<file path="src/rtl/riscv_mdu.sv">
// Iterative RV32M multiply/divide unit: shift-add multiply, restoring divide, one-cycle special cases.
// Optional macro RISCV_MDU_FAST_MUL_EN: single-cycle multiplies through a registered full product.
module riscv_mdu #(
  parameter int DATA_W = 32
) (
  input  logic              clk,
  input  logic              reset,
  input  logic              start,
  input  logic              flush,
  input  logic [2:0]        funct3,
  input  logic [DATA_W-1:0] op_a,
  input  logic [DATA_W-1:0] op_b,
  output logic              busy,
  output logic              done,
  output logic [DATA_W-1:0] result
);

  // state | meaning
  // IDLE  | waiting for start
  // CALC  | DATA_W shift-add / shift-subtract iterations
  // FIX   | sign correction and result selection
  // DONE  | result valid, done pulse
  typedef enum logic [1:0] {IDLE, CALC, FIX, DONE} state_t;

  localparam int CNT_W = $clog2(DATA_W);
`ifdef RISCV_MDU_FAST_MUL_EN
  localparam bit FAST_MUL = 1'b1;
`else
  localparam bit FAST_MUL = 1'b0;
`endif

  state_t              state, state_nx;
  logic [CNT_W-1:0]    cnt;
  logic [2*DATA_W-1:0] acc;
  logic [DATA_W-1:0]   opnd;
  logic [2:0]          f3;
  logic                neg_q, neg_r;

  logic              is_div, a_signed, b_signed, a_neg, b_neg;
  logic [DATA_W-1:0] a_mag, b_mag;
  logic              div_zero, div_ovf, special, launch;
  logic [DATA_W-1:0] special_res, fast_res, fix_res;

  assign is_div   = funct3[2];
  assign a_signed = is_div ? ~funct3[0] : (funct3[1:0] != 2'b11);
  assign b_signed = is_div ? ~funct3[0] : ~funct3[1];
  assign a_neg    = a_signed & op_a[DATA_W-1];
  assign b_neg    = b_signed & op_b[DATA_W-1];
  assign a_mag    = a_neg ? (~op_a + 1'b1) : op_a;
  assign b_mag    = b_neg ? (~op_b + 1'b1) : op_b;

  assign div_zero = is_div && (op_b == '0);
  assign div_ovf  = is_div && !funct3[0] && (op_a == {1'b1, {(DATA_W-1){1'b0}}}) && (op_b == '1);
  assign special  = div_zero || div_ovf;
  // funct3[1] separates REM/REMU from DIV/DIVU
  assign special_res = div_zero ? (funct3[1] ? op_a : '1) : (funct3[1] ? '0 : op_a);
  assign launch   = (state == IDLE) && start && !flush;

`ifdef RISCV_MDU_FAST_MUL_EN
  logic signed [2*DATA_W-1:0] fast_a, fast_b, fast_prod;
  assign fast_a    = {{DATA_W{a_neg}}, op_a};
  assign fast_b    = {{DATA_W{b_neg}}, op_b};
  assign fast_prod = fast_a * fast_b;
  assign fast_res  = (funct3[1:0] == 2'b00) ? fast_prod[DATA_W-1:0] : fast_prod[2*DATA_W-1:DATA_W];
`else
  assign fast_res  = '0;
`endif

  // Multiply step: add multiplicand into the high half when the multiplier LSB is set, then shift right.
  logic [DATA_W:0]     mul_sum;
  logic [2*DATA_W-1:0] mul_step;
  assign mul_sum  = {1'b0, acc[2*DATA_W-1:DATA_W]} + (acc[0] ? {1'b0, opnd} : '0);
  assign mul_step = {mul_sum, acc[DATA_W-1:1]};

  // Divide step: partial remainder in the high half, quotient shifts in from the bottom.
  logic [DATA_W:0]     div_shift, div_diff;
  logic [2*DATA_W-1:0] div_step;
  assign div_shift = {acc[2*DATA_W-1:DATA_W], acc[DATA_W-1]};
  assign div_diff  = div_shift - {1'b0, opnd};
  assign div_step  = div_diff[DATA_W] ? {div_shift[DATA_W-1:0], acc[DATA_W-2:0], 1'b0}
                                      : {div_diff[DATA_W-1:0],  acc[DATA_W-2:0], 1'b1};

  logic [2*DATA_W-1:0] prod_fix;
  logic [DATA_W-1:0]   quot_fix, rem_fix;
  assign prod_fix = neg_q ? (~acc + 1'b1) : acc;
  assign quot_fix = neg_q ? (~acc[DATA_W-1:0] + 1'b1) : acc[DATA_W-1:0];
  assign rem_fix  = neg_r ? (~acc[2*DATA_W-1:DATA_W] + 1'b1) : acc[2*DATA_W-1:DATA_W];

  always_comb begin
    fix_res = '0;
    case (f3)
      3'b000:                 fix_res = prod_fix[DATA_W-1:0];
      3'b001, 3'b010, 3'b011: fix_res = prod_fix[2*DATA_W-1:DATA_W];
      3'b100, 3'b101:         fix_res = quot_fix;
      default:                fix_res = rem_fix;
    endcase
  end

  always_ff @(posedge clk or negedge reset) begin
    if (!reset) state <= IDLE;
    else        state <= state_nx;
  end

  always_comb begin
    state_nx = state;
    case (state)
      IDLE: if (launch) state_nx = (special || (FAST_MUL && !is_div)) ? DONE : CALC;
      CALC: if (cnt == '0) state_nx = FIX;
      FIX:  state_nx = DONE;
      DONE: state_nx = IDLE;
      default: state_nx = IDLE;
    endcase
    if (flush) state_nx = IDLE;
  end

  always_ff @(posedge clk or negedge reset) begin
    if (!reset) begin
      cnt    <= '0;
      acc    <= '0;
      opnd   <= '0;
      f3     <= '0;
      neg_q  <= 1'b0;
      neg_r  <= 1'b0;
      result <= '0;
    end else begin
      case (state)
        IDLE: if (launch) begin
          f3    <= funct3;
          neg_q <= a_neg ^ b_neg;
          neg_r <= a_neg;
          cnt   <= CNT_W'(DATA_W-1);
          if (is_div) begin
            acc  <= {{DATA_W{1'b0}}, a_mag};
            opnd <= b_mag;
          end else begin
            acc  <= {{DATA_W{1'b0}}, b_mag};
            opnd <= a_mag;
          end
          if (special)                  result <= special_res;
          else if (FAST_MUL && !is_div) result <= fast_res;
        end
        CALC: begin
          if (cnt != '0) cnt <= cnt - 1'b1;
          acc <= f3[2] ? div_step : mul_step;
        end
        FIX: if (!flush) result <= fix_res;
        default: ;
      endcase
    end
  end

  assign busy = (state != IDLE);
  assign done = (state == DONE);

endmodule

</file>
<file path="config.mk">
export PLATFORM = sky130hd
export DESIGN_NAME = riscv_mdu
export DESIGN_NICKNAME = d
export VERILOG_FILES = /design/src/rtl/riscv_mdu.sv
export SDC_FILE = /design/constraint.sdc
export NUM_CORES = 1
export LEC_CHECK = 0
export ABC_CLOCK_PERIOD_IN_PS = 5000
export BUFFER_PORTS_ARGS = -buffer_cell sky130_fd_sc_hd__buf_2
export CORE_MARGIN = 2
export CORE_UTILIZATION = 35
export DETAILED_ROUTE_END_ITERATION = 7
export GPL_TIMING_DRIVEN = 0
export PLACE_DENSITY = 0.58
export SETUP_SLACK_MARGIN = 0.3
export SYNTH_ARGS = -nofsm -noshare
export SYNTH_HDL_FRONTEND = slang
export SYNTH_SLANG_ARGS = --single-unit
</file>
<file path="constraint.sdc">
create_clock -name clk -period 5 [get_ports clk]
set_input_delay 0.5 -clock clk [delete_from_list [all_inputs] [get_ports clk]]
set_output_delay 0.5 -clock clk [all_outputs]
set_load 0.05 [all_outputs]
</file>
Word-level counts from Yosys, hierarchy flattened

Cells that the tools add are included.

Reductions and logical operators: 24
Add/sub/neg operators: 8
Bitwise operators: 10
Div/mod/pow operators: 0
Multiplexer cells: 30
Shifts and indexed selects: 0
$mul: 0
Equal/unequal tests: 17
Magnitude comparators: 0

Operators with widths:

| kind                                                                  | count |
|---|---|
| 32-bit 2-to-1 mux                                                     | 13 |
| 64-bit 2-to-1 mux                                                     | 4 |
| 32-bit by 1-bit adder with 32-bit output, second input constant       | 4 |
| 32-bit NOT                                                            | 4 |
| 64-bit case mux with 2 select lines                                   | 1 |
| 32-bit case mux with 3 select lines                                   | 1 |
| 64-bit by 1-bit adder with 64-bit output, second input constant       | 1 |
| 32-bit equality test, second input constant                           | 2 |
| 64-bit NOT                                                            | 1 |
| 32-bit case mux with 2 select lines                                   | 1 |
| 32-bit by 32-bit adder with 33-bit output                             | 1 |
| 33-bit by 32-bit subtractor with 33-bit output                        | 1 |
| 32-bit zero test                                                      | 1 |
| 5-bit 2-to-1 mux                                                      | 2 |
| 2-bit != test, second input constant                                  | 5 |
| 5-bit case mux with 2 select lines                                    | 1 |
| 2-bit 2-to-1 mux                                                      | 4 |
| 2-bit case mux with 4 select lines                                    | 1 |
| 3-bit by 2-bit equality test with 1-bit output, second input constant | 2 |
| 3-bit equality test, second input constant                            | 2 |
| 1-bit logical AND                                                     | 6 |
| 3-bit != test, second input constant                                  | 2 |
| 2-bit AND reduction                                                   | 3 |
| 2-bit nonzero test                                                    | 3 |
| other kinds (18)                                                      | 23 |

Memories: 0
Output and inout bits: 34
Register bits after elaboration: 140
Input port bits: 71
Bits in latches: 0
Memory bits (read-only): 0
RAM bits: 0
Logic and storage cells: 97

Depth between registers and ports, before layout

Gate-level depths: netlist (run 1).

Depth in word-level cells: 9
Depth in mapped cells: 15

Worst setup path after synthesis (run 1)

OpenSTA, ideal clock, no wires.

Kind: register to register
From: reg acc[31]
To: reg acc[55]
Arrival: 3338 ps
Path buffers: 2
Required time: 4868 ps
Stages on the path, launching flop included: 16
Path slack: 1530 ps
Cell sequence: dfrtp_1 -> inv_1 -> ha_1 -> fa_1 -> nand2b_1 -> a21oi_1 -> a211oi_1 -> o21ai_0 -> a211oi_1 -> a31oi_1 -> nand2_1 -> buf_2 -> clkbuf_1 -> nor2_1 -> a211oi_1 -> o22ai_1

Word-level cells in the longest chain between the ends: 4

RTL lines:

| what                                           | RTL line | text |
|---|---|---|
| from (decl)                                    | 34       | `logic [2*DATA_W-1:0] acc;` |
| from (signal assigned)                         | 133      | `acc <= {{DATA_W{1'b0}}, a_mag};` |
| from (signal assigned)                         | 136      | `acc <= {{DATA_W{1'b0}}, b_mag};` |
| from (signal assigned)                         | 144      | `acc <= f3[2] ? div_step : mul_step;` |
| 33-bit by 32-bit subtractor with 33-bit output | 79       | `assign div_diff = div_shift - {1'b0, opnd};` |
| 64-bit 2-to-1 mux                              | 80       | `assign div_step = div_diff[DATA_W] ? {div_shift[DATA_W-1:0], acc[DATA_W-2:0], 1'b0}` |
| 64-bit 2-to-1 mux                              | 144      |  |
| 64-bit case mux with 2 select lines            | 126      | `case (state)` |

No other way between the ends.
A chain may end at the register's enable or synchronous reset.

Worst setup path after layout (run 1)

From: reg acc[0]
To: reg result[2]

Word-level cells in the longest chain between the ends: 6

RTL lines:

| what                                                                                                 | RTL line | text |
|---|---|---|
| 64-bit NOT or 32-bit NOT (tied branches)                                                             | 85, 86   |  |
| 64-bit by 1-bit adder with 64-bit output or 32-bit by 1-bit adder with 32-bit output (tied branches) | 85, 86   |  |
| 64-bit 2-to-1 mux or 32-bit 2-to-1 mux (tied branches)                                               | 85, 86   |  |
| 32-bit case mux with 3 select lines (*)                                                              | 91       | `case (f3)` |
| 32-bit 2-to-1 mux (*)                                                                                | 146      | `FIX: if (!flush) result <= fix_res;` |
| 32-bit case mux with 2 select lines (*)                                                              | 126      |  |
| to (signal assigned)                                                                                 | 139      | `if (special) result <= special_res;` |
| to (signal assigned)                                                                                 | 140      | `else if (FAST_MUL && !is_div) result <= fast_res;` |
| to (signal assigned)                                                                                 | 146      |  |
| to (decl)                                                                                            | 15       | `output logic [DATA_W-1:0] result` |

Mark *: on every way between the ends. The rest lies on a longest branch, timed or not. The select of a mux whose other input is x is not followed.

==> reports/qor_table.md, run 1 <==
| Step | Item | Value |
|:---|:---|:---|
| run status | Run status | finished, final reports clean |
| floorplan | Area of the core | 42900 µm² |
| routing | Wirelength per Cell | 24.0 µm |
| yosys | Mapped cell area | 15100 µm² |
| clocking | Number of buffers inserted during clock tree synthesis | 17 |
| floorplan | Effective utilization at floorplan | 35.3% |
| yosys | Syn Inst Count | 2087 |
| placement | Final weighted congestion in routability-driven placement | 1.00 |
| yosys | Share of flip-flops with an asynchronous set or reset after synthesis | 100% |
| pwr | P per Cell Area | 572 nW/µm² |
| clocking | Clock insertion delay at the later pin of the skew report | 470 ps |
| hold path | Type of the tightest min-delay check | in -> reg |
| timing | Unrepaired setup endpoints after global routing | no |
| timing | Hold Violations, Final | 0 |
| global routing | Number of global-route vias before repair | 15800 |
| global routing | Total grt overflow | 0 |
| clocking | Clock slew at reported path FFs | 80 ps |
| timing | Setup total negative slack | 0 ps |
| yosys | Post-synthesis cell type count | 79 |
| timing | Slew Limit Fails | 0 |
| global routing | Pin count of the biggest net entering global routing | 93 |
| setup path | Crit path max-delay cell type | sky130_fd_sc_hd__a222oi_1 |
| placement | Number of placed instances with taps included | 2776 |
| clocking | Setup Buffers After CTS | 0 |
| timing | Final cycle utilization of the critical path | 89.3% |
| clocking | TritonCTS Sinks | 140 |
| yosys | Synth Flop Type | sky130_fd_sc_hd__dfrtp_1 |
| setup path | Worst Path Required | 5330 ps |
| clocking | Root buffer cell | sky130_fd_sc_hd__clkbuf_16 |
| clocking | CTS tree | yes |
| layout | Share of cells above drive strength 1 | 8.77% |
| setup path | Worst setup SP type | flip-flop |
| setup path | Endpoint class of the critical path | flip-flop |
| yosys | Flop and latch count out of synthesis | 140 |
| global routing | Number of antenna violations at the first check in global routing | 0 |
| routing | Number of remaining DRC errors | 0 |
| routing | First-pass iteration count of the detailed router | 7 |
| routing | Final WL | 67.3 mm |
| layout | Total inserted antenna cells | 0 |
| setup path | Sum of buffers and inverters on the critical path | 3 |
| floorplan | Width of the die | 212 µm |
| layout | Synthesis-to-layout area growth | 12.5% |
| floorplan | Die Area | 45000 µm² |
| routing | Detailed-route vias per instance | 6.03 |
| setup path | Maximum single-stage delay on the critical path | 630 ps |
| placement | Worst slack, placed | 229 ps |
| setup path | Crit-path leading delay family | simple AND/OR/NAND/NOR gates |
| clocking | Clock H-tree levels | 4 |
| routing | Number of vias after detailed routing | 16900 |
| timing | Slew at the pin with the worst max-slew slack | 988 ps |
| clocking | Clock Path Buffers | 2 |
| routing | Starting DRT DRC Count | 1913 |
| setup path | Category of the critical setup timing path | reg -> reg |
| timing | Worst slew margin | 33.2% |
| yosys | Syn_nets | 2236 |
| global routing | First-pass GRT wire length | 100 mm |
| global routing | Global router's overall resource usage | 29.9% |
| timing | Final Hold Slack | 265 ps |
| floorplan | Count of pins on the block boundary | 105 |
| timing | Max Clock Freq | 224 MHz |
| placement | Final HPWL from detailed placement | 54.1 mm |
| setup path | Crit Path Max Fanout | 10 |
| setup path | Critical path, cell by cell | inv_1 > clkbuf_2 > ha_1 > nand2b_1 > or4_1 > or4_1 > buf_2 > nor2_2 > a21oi_1 > xor2_1 > a222oi_1 > nand2_1 > o21ai_1 > o21ai_1 |
| yosys | Proportion of netlist area held by the largest area contributor | 23.1% |
| pwr | Total Power | 9.75 mW |
| yosys | Ranking of synthesized cells by area | sky130_fd_sc_hd__dfrtp_1 (23%), sky130_fd_sc_hd__a21oi_1 (7.1%), sky130_fd_sc_hd__nor2_1 (6.5%), sky130_fd_sc_hd__ha_1 (6.3%), sky130_fd_sc_hd__o21ai_0 (5.9%) |
| yosys | Yosys warnings | 0 |
| floorplan | Y dimension of the die | 212 µm |
| timing | Fin Clk Skew | 17.0 ps |
| timing | Final critical delay including setup and external delays | 4460 ps |
| pwr | Worst IR Drop VDD | 0.290 mV |
| setup path | Critical path arrival | 4790 ps |
| layout | Net count reported at finish | 2360 |
| yosys | Most frequent cell after synthesis | sky130_fd_sc_hd__nor2_1 |
| yosys | Post-Syn Area per Cell | 7.26 µm² |
| timing | Fin worst setup slack | 537 ps |
| timing | Number of endpoints failing setup at the final stage | 0 |
| floorplan | Count of standard-cell rows | 76 |
| placement | Port Buf Inserts | 103 |
| job | Maximum capacitance violations | 0 |
| yosys | EDFF count, synth | 0 |
| yosys | Top cells by instance count after synthesis | sky130_fd_sc_hd__nor2_1 (264), sky130_fd_sc_hd__a21oi_1 (215), sky130_fd_sc_hd__nand2_1 (204), sky130_fd_sc_hd__o21ai_0 (180), sky130_fd_sc_hd__dfrtp_1 (140) |
| routing | Residual antenna-violating net count after detailed routing | 0 |
| yosys | Cell type with the highest aggregate area in the netlist | sky130_fd_sc_hd__dfrtp_1 |
| yosys | Post-synthesis sequential area ratio | 23.1% |
| layout | Count of placed standard cells in the final layout, fillers left out | 2809 |
| pwr | LEAKAGE | 7.12 nW |
==> cells by family after synthesis <==
family,Yosys count,share of synthesized area [%]
compound gates,713,28.7
simple gates,680,20.3
fa+ha+maj,102,8.13
buf+inv,220,5.58
xor+xnor,168,9.72
mux,64,4.47
flops,140,23.1
==> what timing repair did <==
| item | in CTS | in global routing |
|---|---|---|
| hold endpoints to repair | 15 | 0 |
| endpoints found under the setup margin | 16 | 25 |
| hold buffers | 1 | 0 |
| gates resized for setup | 1 | 8 |
==> worst paths after layout <==
| kind | depth (start not counted) | slack (ps) | end | start |
|---|---|---|---|---|
| min in group asynchronous | 2 | 540 | acc[13] | reset |
| setup / recovery | 14 | 540 | result[2] | acc[0] |
| max in group asynchronous | 3 | 3560 | acc[34] | reset |
| hold reg to reg | 2 | 480 | result[4] | result[4] |
| hold / removal | 2 | 260 | state[1] | flush |
| setup reg to reg | 14 | 540 | result[2] | acc[0] |
==> final cells by class <==
| class | instances | area [µm²] |
|---|---|---|
| fill | 4542 | 25800 |
| multi-input combinational | 1727 | 10800 |
| sequential | 140 | 3500 |
| tap | 585 | 732 |
| buffer | 145 | 567 |
| timing repair buffer | 105 | 559 |
| clock buffer | 18 | 439 |
| inverter | 75 | 282 |
| clock inverter | 14 | 151 |
==> state kept, by name, indices dropped and copies added (netlist names) <==
| name | cells |
|---|---|
| cnt | 5 |
| state | 2 |
| opnd | 32 |
| neg_r | 1 |
| f3 | 3 |
| neg_q | 1 |
| result | 32 |
| acc | 64 |
==> per-stage QoR <==
stage,util (%),instance area [µm²]
CTS,39.7,17000
detailed placement,38.3,16400
floorplan,-,15100
global route,39.7,17000
finish,39.7,17000
global placement,38.2,16400
==> power breakdown <==
group	internal [mW]	total, mW	switching [mW]
registers	1.48	2.03	0.546
clock network	0.678	1.31	0.631
logic	2.12	6.41	4.30
total	4.28	9.75	5.47
==> cell usage in the layout (no fill, tap or decap), drive strengths merged, types with 18 or more instances in the layout <==
master and instances:
nand2 204, or3 20, a211oi 44, nor4 20, o31ai 33, a21o 37, nand4 22, xor2 68
nand3 33, o211ai 18, mux2 29, maj3 24, a31oi 19, mux2i 35, xnor2 100, nand2b 18
nor2 265, nor3 42, buf 124, o21ai 221, inv 80, clkbuf 143, a21oi 215, dfrtp 140
ha 76
==> metal layers <==
metal,up-vias,part of all wire [%],global-route usage [%]
met5,-,0,0
met4,0,4.9,14.0
met3,153,7.3,4.49
met2,843,44,46.1
met1,8160,44,41.2
li1,7777,-,-
Note: power is estimated with default switching activity, not from simulation.
==> inputs of run 2 (changes only) <==
- CORE_UTILIZATION: 35 -> 27
- PLACE_DENSITY: 0.58 -> 0.49
==> run 2 against run 1 <==
  * Register-to-register slack worse by 99 ps
  * Combinational power rose by 0.6%
  * Utilization fell by 8.6 points
  * Wire length up 5.9%
  * Worst setup slack worse by 99 ps
  * Sequential power about the same
  * Sequential share of layout area is 0.23 points lower
  * Clock skew grew 4.9 ps
  * Critical path depth unchanged
  * Clock power is 4% higher
  * Die area is 29% higher
==> reports/qor_table.md, run 2 (synthesized netlist as in run 1, its figures left out) <==
| Step | Item | Value | Change |
|:---|:---|:---|:---|
| run status | Run status | finished, final reports clean |  |
| layout | Most frequent standard cell in the layout excluding fill and tap cells | sky130_fd_sc_hd__nor2_1 |  |
| floorplan | Y dimension of the die | 241 µm | +14% |
| global routing | Global router's overall resource usage | 24.7% | -5.3 points |
| timing | Slew Limit Fails | 0 | unchanged |
| floorplan | Area of the core | 55300 µm² | +29% |
| timing | Worst slew margin | 27.1% | -6.1 points |
| pwr | Total Power | 9.84 mW | +0.89% |
| setup path | Sum of buffers and inverters on the critical path | 3 | unchanged |
| clocking | CTS tree | yes |  |
| pwr | Power Internal | 4.34 mW | +1.5% |
| routing | Residual antenna-violating net count after detailed routing | 0 | unchanged |
| setup path | Endpoint class of the critical path | flip-flop |  |
| layout | Count of placed standard cells in the final layout, fillers left out | 2970 | +5.7% |
| timing | Fin Clk Skew | 21.8 ps | +4.85 ps |
| hold path | Type of the tightest min-delay check | in -> async |  |
| pwr | Switching Power | 5.49 mW | +0.41% |
| pwr | Sw Ratio | 55.9% | -0.27 points |
| timing | Final cycle utilization of the critical path | 91.2% | +2.0 points |
| layout | Largest register by flop count | acc |  |
| routing | First-pass iteration count of the detailed router | 8 | +1 |
| floorplan | Count of standard-cell rows | 86 | +13% |
| setup path | Worst r2r path cells | 14 | unchanged |
| pwr | Gate power share | 65.5% | -0.3 points |
| timing | Max Clock Freq | 219 MHz | -2.2% |
| setup path | Worst setup SP type | flip-flop |  |
| setup path | Critical path, cell by cell | inv_1 > clkbuf_2 > ha_1 > nand2b_1 > or4_1 > or4_1 > buf_2 > nor2_2 > a21oi_1 > xor2_1 > a222oi_1 > nand2_1 > o21ai_1 > o21ai_1 |  |
| floorplan | Effective utilization at floorplan | 27.4% | -7.9 points |
| layout | Post-route standard cell area excluding fillers | 17200 µm² | +1.2% |
| timing | Hold Violations, Final | 0 | unchanged |
| setup path | Critical path arrival | 4920 ps | +130 ps |
| timing | Final Hold Slack | 14.1 ps | -251 ps |
| global routing | Number of global-route vias before repair | 16100 | +1.3% |
| global routing | Pin count of the biggest net entering global routing | 87 | -6.5% |
| setup path | Category of the critical setup timing path | reg -> reg |  |
| setup path | Crit path max-delay cell type | sky130_fd_sc_hd__or4_1 |  |
| routing | Final WL | 71.3 mm | +5.9% |
| clocking | Cts hold-fix bufs | 0 | -1 |
| placement | Port Buf Inserts | 103 | unchanged |
| timing | Number of endpoints failing setup at the final stage | 0 | unchanged |
| job | Maximum capacitance violations | 0 | unchanged |
| layout | Commonest cells after routing, fill and taps aside | sky130_fd_sc_hd__nor2_1 (264), sky130_fd_sc_hd__a21oi_1 (215), sky130_fd_sc_hd__nand2_1 (204), sky130_fd_sc_hd__o21ai_0 (180), sky130_fd_sc_hd__dfrtp_1 (140) |  |
| clocking | Clock insertion delay at the later pin of the skew report | 500 ps | +30 ps |
| pwr | Clock share of power | 13.8% | +0.4 points |
| routing | Number of vias after detailed routing | 16600 | -1.7% |
| clocking | Number of buffers inserted during clock tree synthesis | 17 | unchanged |
| global routing | Total grt overflow | 0 | unchanged |
| pwr | P per Cell Area | 571 nW/µm² | -0.26% |
| setup path | Maximum single-stage delay on the critical path | 600 ps | -30 ps |
| placement | Final HPWL from detailed placement | 57.7 mm | +6.5% |
| routing | Starting DRT DRC Count | 1508 | -21% |
| routing | Detailed-route vias per instance | 5.60 | -7.1% |
| setup path | Crit Path Max Fanout | 10 | unchanged |
| layout | Synthesis-to-layout area growth | 13.8% |  |
| floorplan | Width of the die | 241 µm | +14% |
| floorplan | Count of pins on the block boundary | 105 | unchanged |
| layout | Share of cells above drive strength 1 | 8.87% | +0.098 points |
| clocking | TritonCTS Sinks | 140 | unchanged |
| pwr | Worst IR Drop VDD | 0.262 mV | -9.8% |
| setup path | Stages on the worst setup path | 14 | unchanged |
| setup path | Worst Path Required | 5360 ps | +30 ps |
| layout | Total inserted antenna cells | 0 | unchanged |
| placement | Area of placed instances | 16600 µm² | +1.2% |
| global routing | Number of antenna violations at the first check in global routing | 0 | unchanged |
| timing | Fin worst setup slack | 438 ps | -99.0 ps |
| layout | Layout Utilization | 31.2% | -8.6 points |
| placement | Number of placed instances with taps included | 2939 | +5.9% |
| layout | Net count reported at finish | 2359 | -0.042% |
| layout | Regs by FF count | acc x64, opnd x32, result x32 |  |
| floorplan | Die Area | 58000 µm² | +29% |
| clocking | Clock slew at reported path FFs | 80 ps | about the same |
| clocking | Root buffer cell | sky130_fd_sc_hd__clkbuf_16 |  |
| pwr | LEAKAGE | 7.12 nW | about the same |
| pwr | Sequential cell fraction of total power | 20.7% | about the same |
| layout | Max reg flops | 64 | unchanged |
| clocking | Clock H-tree levels | 4 | unchanged |
| setup path | Crit-path leading delay family | simple AND/OR/NAND/NOR gates |  |
| timing | Setup total negative slack | 0 ps | unchanged |
| timing | Unrepaired setup endpoints after global routing | yes |  |
| timing | Slew at the pin with the worst max-slew slack | 1090 ps | +106 ps |
| global routing | First-pass GRT wire length | 105 mm | +4.9% |
| routing | Number of remaining DRC errors | 0 | unchanged |
| placement | Final weighted congestion in routability-driven placement | 0.957 | -4.5% |
| placement | Worst slack, placed | 190 ps | -38.6 ps |
| clocking | Clock Path Buffers | 2 | unchanged |
| routing | Wirelength per Cell | 24.0 µm | +0.16% |
| timing | Final critical delay including setup and external delays | 4560 ps | +99.0 ps |
-- run 2: changes by cell type in the layout (fill, tap and decap cells not counted), sizes merged --
cell,previous run,this run
clkinv,8,5
bufinv,0,2
dlygate4sd3,1,0
inv,80,79
clkinvlp,1,3
buf,124,123
-- run 2: path summary, 6_finish.rpt --
check                           startpoint   endpoint  slack [ps]
worst max-delay path                acc[0]  result[2]         440
worst min-delay path                 reset  result[3]          10
worst max register to register      acc[0]  result[2]         440
worst min register to register    opnd[26]   opnd[26]         480
max in group asynchronous            reset   opnd[20]        4070
min in group clk                     flush   state[1]         220
-- run 2: per-layer routing --
metal  vias up  part of all wire (%)  GRT usage [%]
li1       7759                     -              -
met1      8054                    45           33.3
met5         -                     0              0
met4         0                   4.6           11.4
met3       148                   6.0           3.79
met2       679                    45           38.7
-- run 2: power by group through the flow --
stage | combinational, mW | clock [mW] | sequential [mW]
detailed placement | 6.27 | 0 | 2.03
global placement | 6.27 | 0 | 2.02
CTS | 6.31 | 1.37 | 2.01
floorplan | 4.20 | 0 | 1.96
global route | 6.98 | 1.42 | 2.07
finish | 6.45 | 1.36 | 2.03
-- run 2: area by class of cell --
| class | instances | area, µm² |
|---|---|---|
| Fill cell | 6148 | 38100 |
| Multi-Input combinational cell | 1727 | 10800 |
| Sequential cell | 140 | 3500 |
| Tap cell | 748 | 936 |
| Buffer | 145 | 569 |
| Timing Repair Buffer | 104 | 549 |
| Clock buffer | 17 | 425 |
| Inverter | 75 | 282 |
| Clock inverter | 14 | 159 |
-- run 2: timing repair --
item	CTS	global route
buffers inserted	0	0
resized for setup	2	10
endpoints found under the setup margin	20	26
==> inputs of run 3 (changes only) <==
- ABC_CLOCK_PERIOD_IN_PS: 5000 -> 3930
- CORE_UTILIZATION: 27 -> 57
- PLACE_DENSITY: 0.49 -> 0.86
- clock period: 5 -> 3.93 ns (I/O delays scaled with it)
==> run 3 against run 2 <==
  * The run now ends with DRC left
  * Wire length down 8.1%
  * Global-route usage up 21 points
  * Sequential share of layout area about the same
  * Largest power group unchanged
  * Clock power up 26%
  * Fmax up 24%
==> reports/qor_table.md, run 3 (synthesized netlist as in run 1, its figures left out) <==
| Step | Item | Value | Change |
|:---|:---|:---|:---|
| global routing | Total grt overflow | 0 | unchanged |
| routing | Starting DRT DRC Count | 2423 | +61% |
| routing | Final WL | 65.5 mm | -8.1% |
| layout | Layout Utilization | 66.2% | +35 points |
| setup path | Critical path arrival | 3990 ps | -930 ps |
| layout | Sequential cell area | 3510 µm² | +0.25% |
| run status | Violations in the final reports | DRC |  |
| routing | Number of remaining DRC errors | 2 | +2 |
| clocking | Clock Path Buffers | 2 | unchanged |
| layout | Largest register by flop count | acc |  |
| placement | Final weighted congestion in routability-driven placement | 1.06 | +10% |
| timing | Final cycle utilization of the critical path | 93.4% | +2.1 points |
| timing | Number of endpoints failing setup at the final stage | 0 | unchanged |
| clocking | Clock H-tree levels | 4 | unchanged |
| setup path | Worst setup SP type | flip-flop |  |
| setup path | Flop-to-flop setup slack | 260 ps | -180 ps |
| pwr | LEAKAGE | 7.32 nW | +2.8% |
| setup path | Top cell by count, worst path | sky130_fd_sc_hd__or4_4 |  |
| clocking | TritonCTS Sinks | 140 | unchanged |
| pwr | Total Power | 12.9 mW | +31% |
| setup path | Category of the critical setup timing path | reg -> reg |  |
| placement | Area of placed instances | 16100 µm² | -3.1% |
| timing | Worst slew margin | 28.3% | +1.2 points |
| layout | Regs by FF count | acc x64, opnd x32, result x32 |  |
| setup path | Worst Path Required | 4250 ps | -1110 ps |
| layout | Post-route standard cell area excluding fillers | 17300 µm² | +0.13% |
| timing | Setup total negative slack | 0 ps | unchanged |
| timing | Slew Limit Fails | 0 | unchanged |
| pwr | Worst IR Drop VDD | 0.583 mV | +120% |
| floorplan | Count of standard-cell rows | 59 | -31% |
| clocking | Clock insertion delay at the later pin of the skew report | 460 ps | -40 ps |
| routing | First-pass iteration count of the detailed router | 8 | unchanged |
| routing | Residual antenna-violating net count after detailed routing | 0 | unchanged |
| timing | Slew at the pin with the worst max-slew slack | 1080 ps | -18.2 ps |
| timing | Final critical delay including setup and external delays | 3670 ps | -892 ps |
| floorplan | Die Area | 27900 µm² | -52% |
| setup path | Maximum single-stage delay on the critical path | 580 ps | -20 ps |
| layout | Count of placed standard cells in the final layout, fillers left out | 2581 | -13% |
| placement | Number of placed instances with taps included | 2526 | -14% |
| global routing | Number of global-route vias before repair | 16300 | +1.3% |
| pwr | P per Cell Area | 746 nW/µm² | +31% |
| global routing | Number of antenna violations at the first check in global routing | 2 | +2 |
| floorplan | Effective utilization at floorplan | 58.1% | +31 points |
| placement | Final HPWL from detailed placement | 50.8 mm | -12% |
| floorplan | Width of the die | 167 µm | -31% |
| routing | Detailed-route vias per instance | 6.82 | +22% |
| setup path | Crit Path Max Fanout | 5 | -5 |
| layout | Combined area of the multi-input logic cells | 11100 µm² | +2.2% |
| floorplan | Y dimension of the die | 167 µm | -31% |
| global routing | First-pass GRT wire length | 98.1 mm | -6.6% |
| setup path | Critical path, cell by cell | or4_4 > or4_4 > buf_6 > or2_4 > or4_4 > nor3_4 > a21o_1 > xnor2_1 > a222oi_1 > a21o_1 > o21ai_1 |  |
| layout | Most frequent standard cell in the layout excluding fill and tap cells | sky130_fd_sc_hd__nor2_1 |  |
| floorplan | Area of the core | 26100 µm² | -53% |
| global routing | Global router's overall resource usage | 46.0% | +21 points |
| setup path | Worst r2r path cells | 11 | -3 |
| placement | Port Buf Inserts | 103 | unchanged |
| layout | Max reg flops | 64 | unchanged |
| timing | Fin Clk Skew | 21.9 ps | +0.00730 ps |
| setup path | Crit path max-delay cell type | sky130_fd_sc_hd__or4_4 |  |
| setup path | Worst flop-to-flop path endpoint | result[3] |  |
| layout | Share of cells above drive strength 1 | 12.4% | +3.6 points |
| setup path | Reg-to-Reg Start | acc[6] |  |
| floorplan | Count of pins on the block boundary | 105 | unchanged |
| timing | Unrepaired setup endpoints after global routing | yes |  |
| layout | Commonest cells after routing, fill and taps aside | sky130_fd_sc_hd__nor2_1 (262), sky130_fd_sc_hd__a21oi_1 (210), sky130_fd_sc_hd__nand2_1 (203), sky130_fd_sc_hd__o21ai_0 (174), sky130_fd_sc_hd__dfrtp_1 (133) |  |
| hold path | Worst-case hold path end point | state[0] |  |
| timing | Hold Violations, Final | 0 | unchanged |
| hold path | Min-Delay Path Depth | 2 |  |
| hold path | Type of the tightest min-delay check | in -> reg |  |
| timing | Max Clock Freq | 272 MHz | +24% |
| routing | Wirelength per Cell | 25.4 µm | +5.8% |
| global routing | Pin count of the biggest net entering global routing | 98 | +13% |
| clocking | Number of buffers inserted during clock tree synthesis | 17 | unchanged |
| layout | Filler cell count in the final layout | 2290 | -63% |
| routing | Number of vias after detailed routing | 17600 | +5.8% |
| layout | Net count reported at finish | 2381 | +0.93% |
| hold path | Worst Min Path Start | flush |  |
| clocking | Clock slew at reported path FFs | 80 ps | about the same |
| run status | Run status | complete, but fails checks |  |
| layout | Synthesis-to-layout area growth | 14.0% |  |
| clocking | Root buffer cell | sky130_fd_sc_hd__clkbuf_16 |  |
| setup path | Endpoint class of the critical path | flip-flop |  |
| job | Maximum capacitance violations | 0 | unchanged |
| clocking | CTS tree | yes |  |
## run 3: changes by cell type in the layout (fill, tap and decap cells not counted), moves of 7 or more
cell / previous run / this run
sky130_fd_sc_hd__dfrtp_2: 0 / 7
sky130_fd_sc_hd__o21ai_2: 0 / 7
sky130_fd_sc_hd__dfrtp_1: 140 / 133
sky130_fd_sc_hd__clkbuf_1: 121 / 113
sky130_fd_sc_hd__clkinv_8: 0 / 7
sky130_fd_sc_hd__buf_4: 1 / 20
## run 3: layer usage
metal,vias to the layer above,track usage [%],part of all wire [%]
met3,296,13.1,13
met4,6,24.5,6.6
met5,-,0,0.10
met1,8194,60.2,38
met2,1313,68.7,42
li1,7803,-,-
## run 3: worst max-delay path by stage
stage | start | to | slack, ps | cells after the start
2_1_floorplan | acc[31] | acc[55] | 460 | 15
3_3_place_gp | acc[31] | acc[44] | -730 | 14
3_5_place_dp | acc[31] | acc[44] | -830 | 14
4_1_cts | acc[0] | result[3] | 270 | 12
5_1_grt | acc[0] | result[8] | 230 | 15
6_report | acc[6] | result[3] | 260 | 11
## run 3: final cells by class
class	instances	share of cell area [%]
Clock buffer	17	2.46
Timing Repair Buffer	126	4.27
Tap cell	335	2.43
Antenna cell	1	0.0145
Buffer	145	3.69
Multi-Input combinational cell	1727	64.0
Clock inverter	15	1.12
Inverter	75	1.65
Sequential cell	140	20.3
## run 3: per-stage QoR
stage	hold WS (ps)	setup WS [ps]
global route	175	227
CTS	155	268
finish	156	260
global placement	459	-734
floorplan	97.4	460
detailed placement	377	-828
## run 3: repair_timing
item / CTS / global route
hold buffers: 1 / 0
buffers inserted: 11 / 10
hold endpoints to repair: 43 / 0
resized for setup: 44 / 66
setup endpoints to repair: 55 / 57
pin swaps: 7 / 29
## run 3: critical path: cells and delay by family (launching register included)
family | cells | cell delay [ps]
flops | 1 | 440
buf+inv | 1 | 140
xor+xnor | 1 | 60
simple gates | 5 | 1980
compound gates | 4 | 930
## run 3: power by group
| group | leakage (nW) | switching [mW] | total [mW] | internal, mW |
|---|---|---|---|---|
| logic | 5.26 | 5.76 | 8.64 | 2.88 |
| registers | 1.77 | 0.627 | 2.52 | 1.89 |
| clock network | 0.299 | 0.843 | 1.71 | 0.866 |
| total | 7.32 | 7.23 | 12.9 | 5.64 |
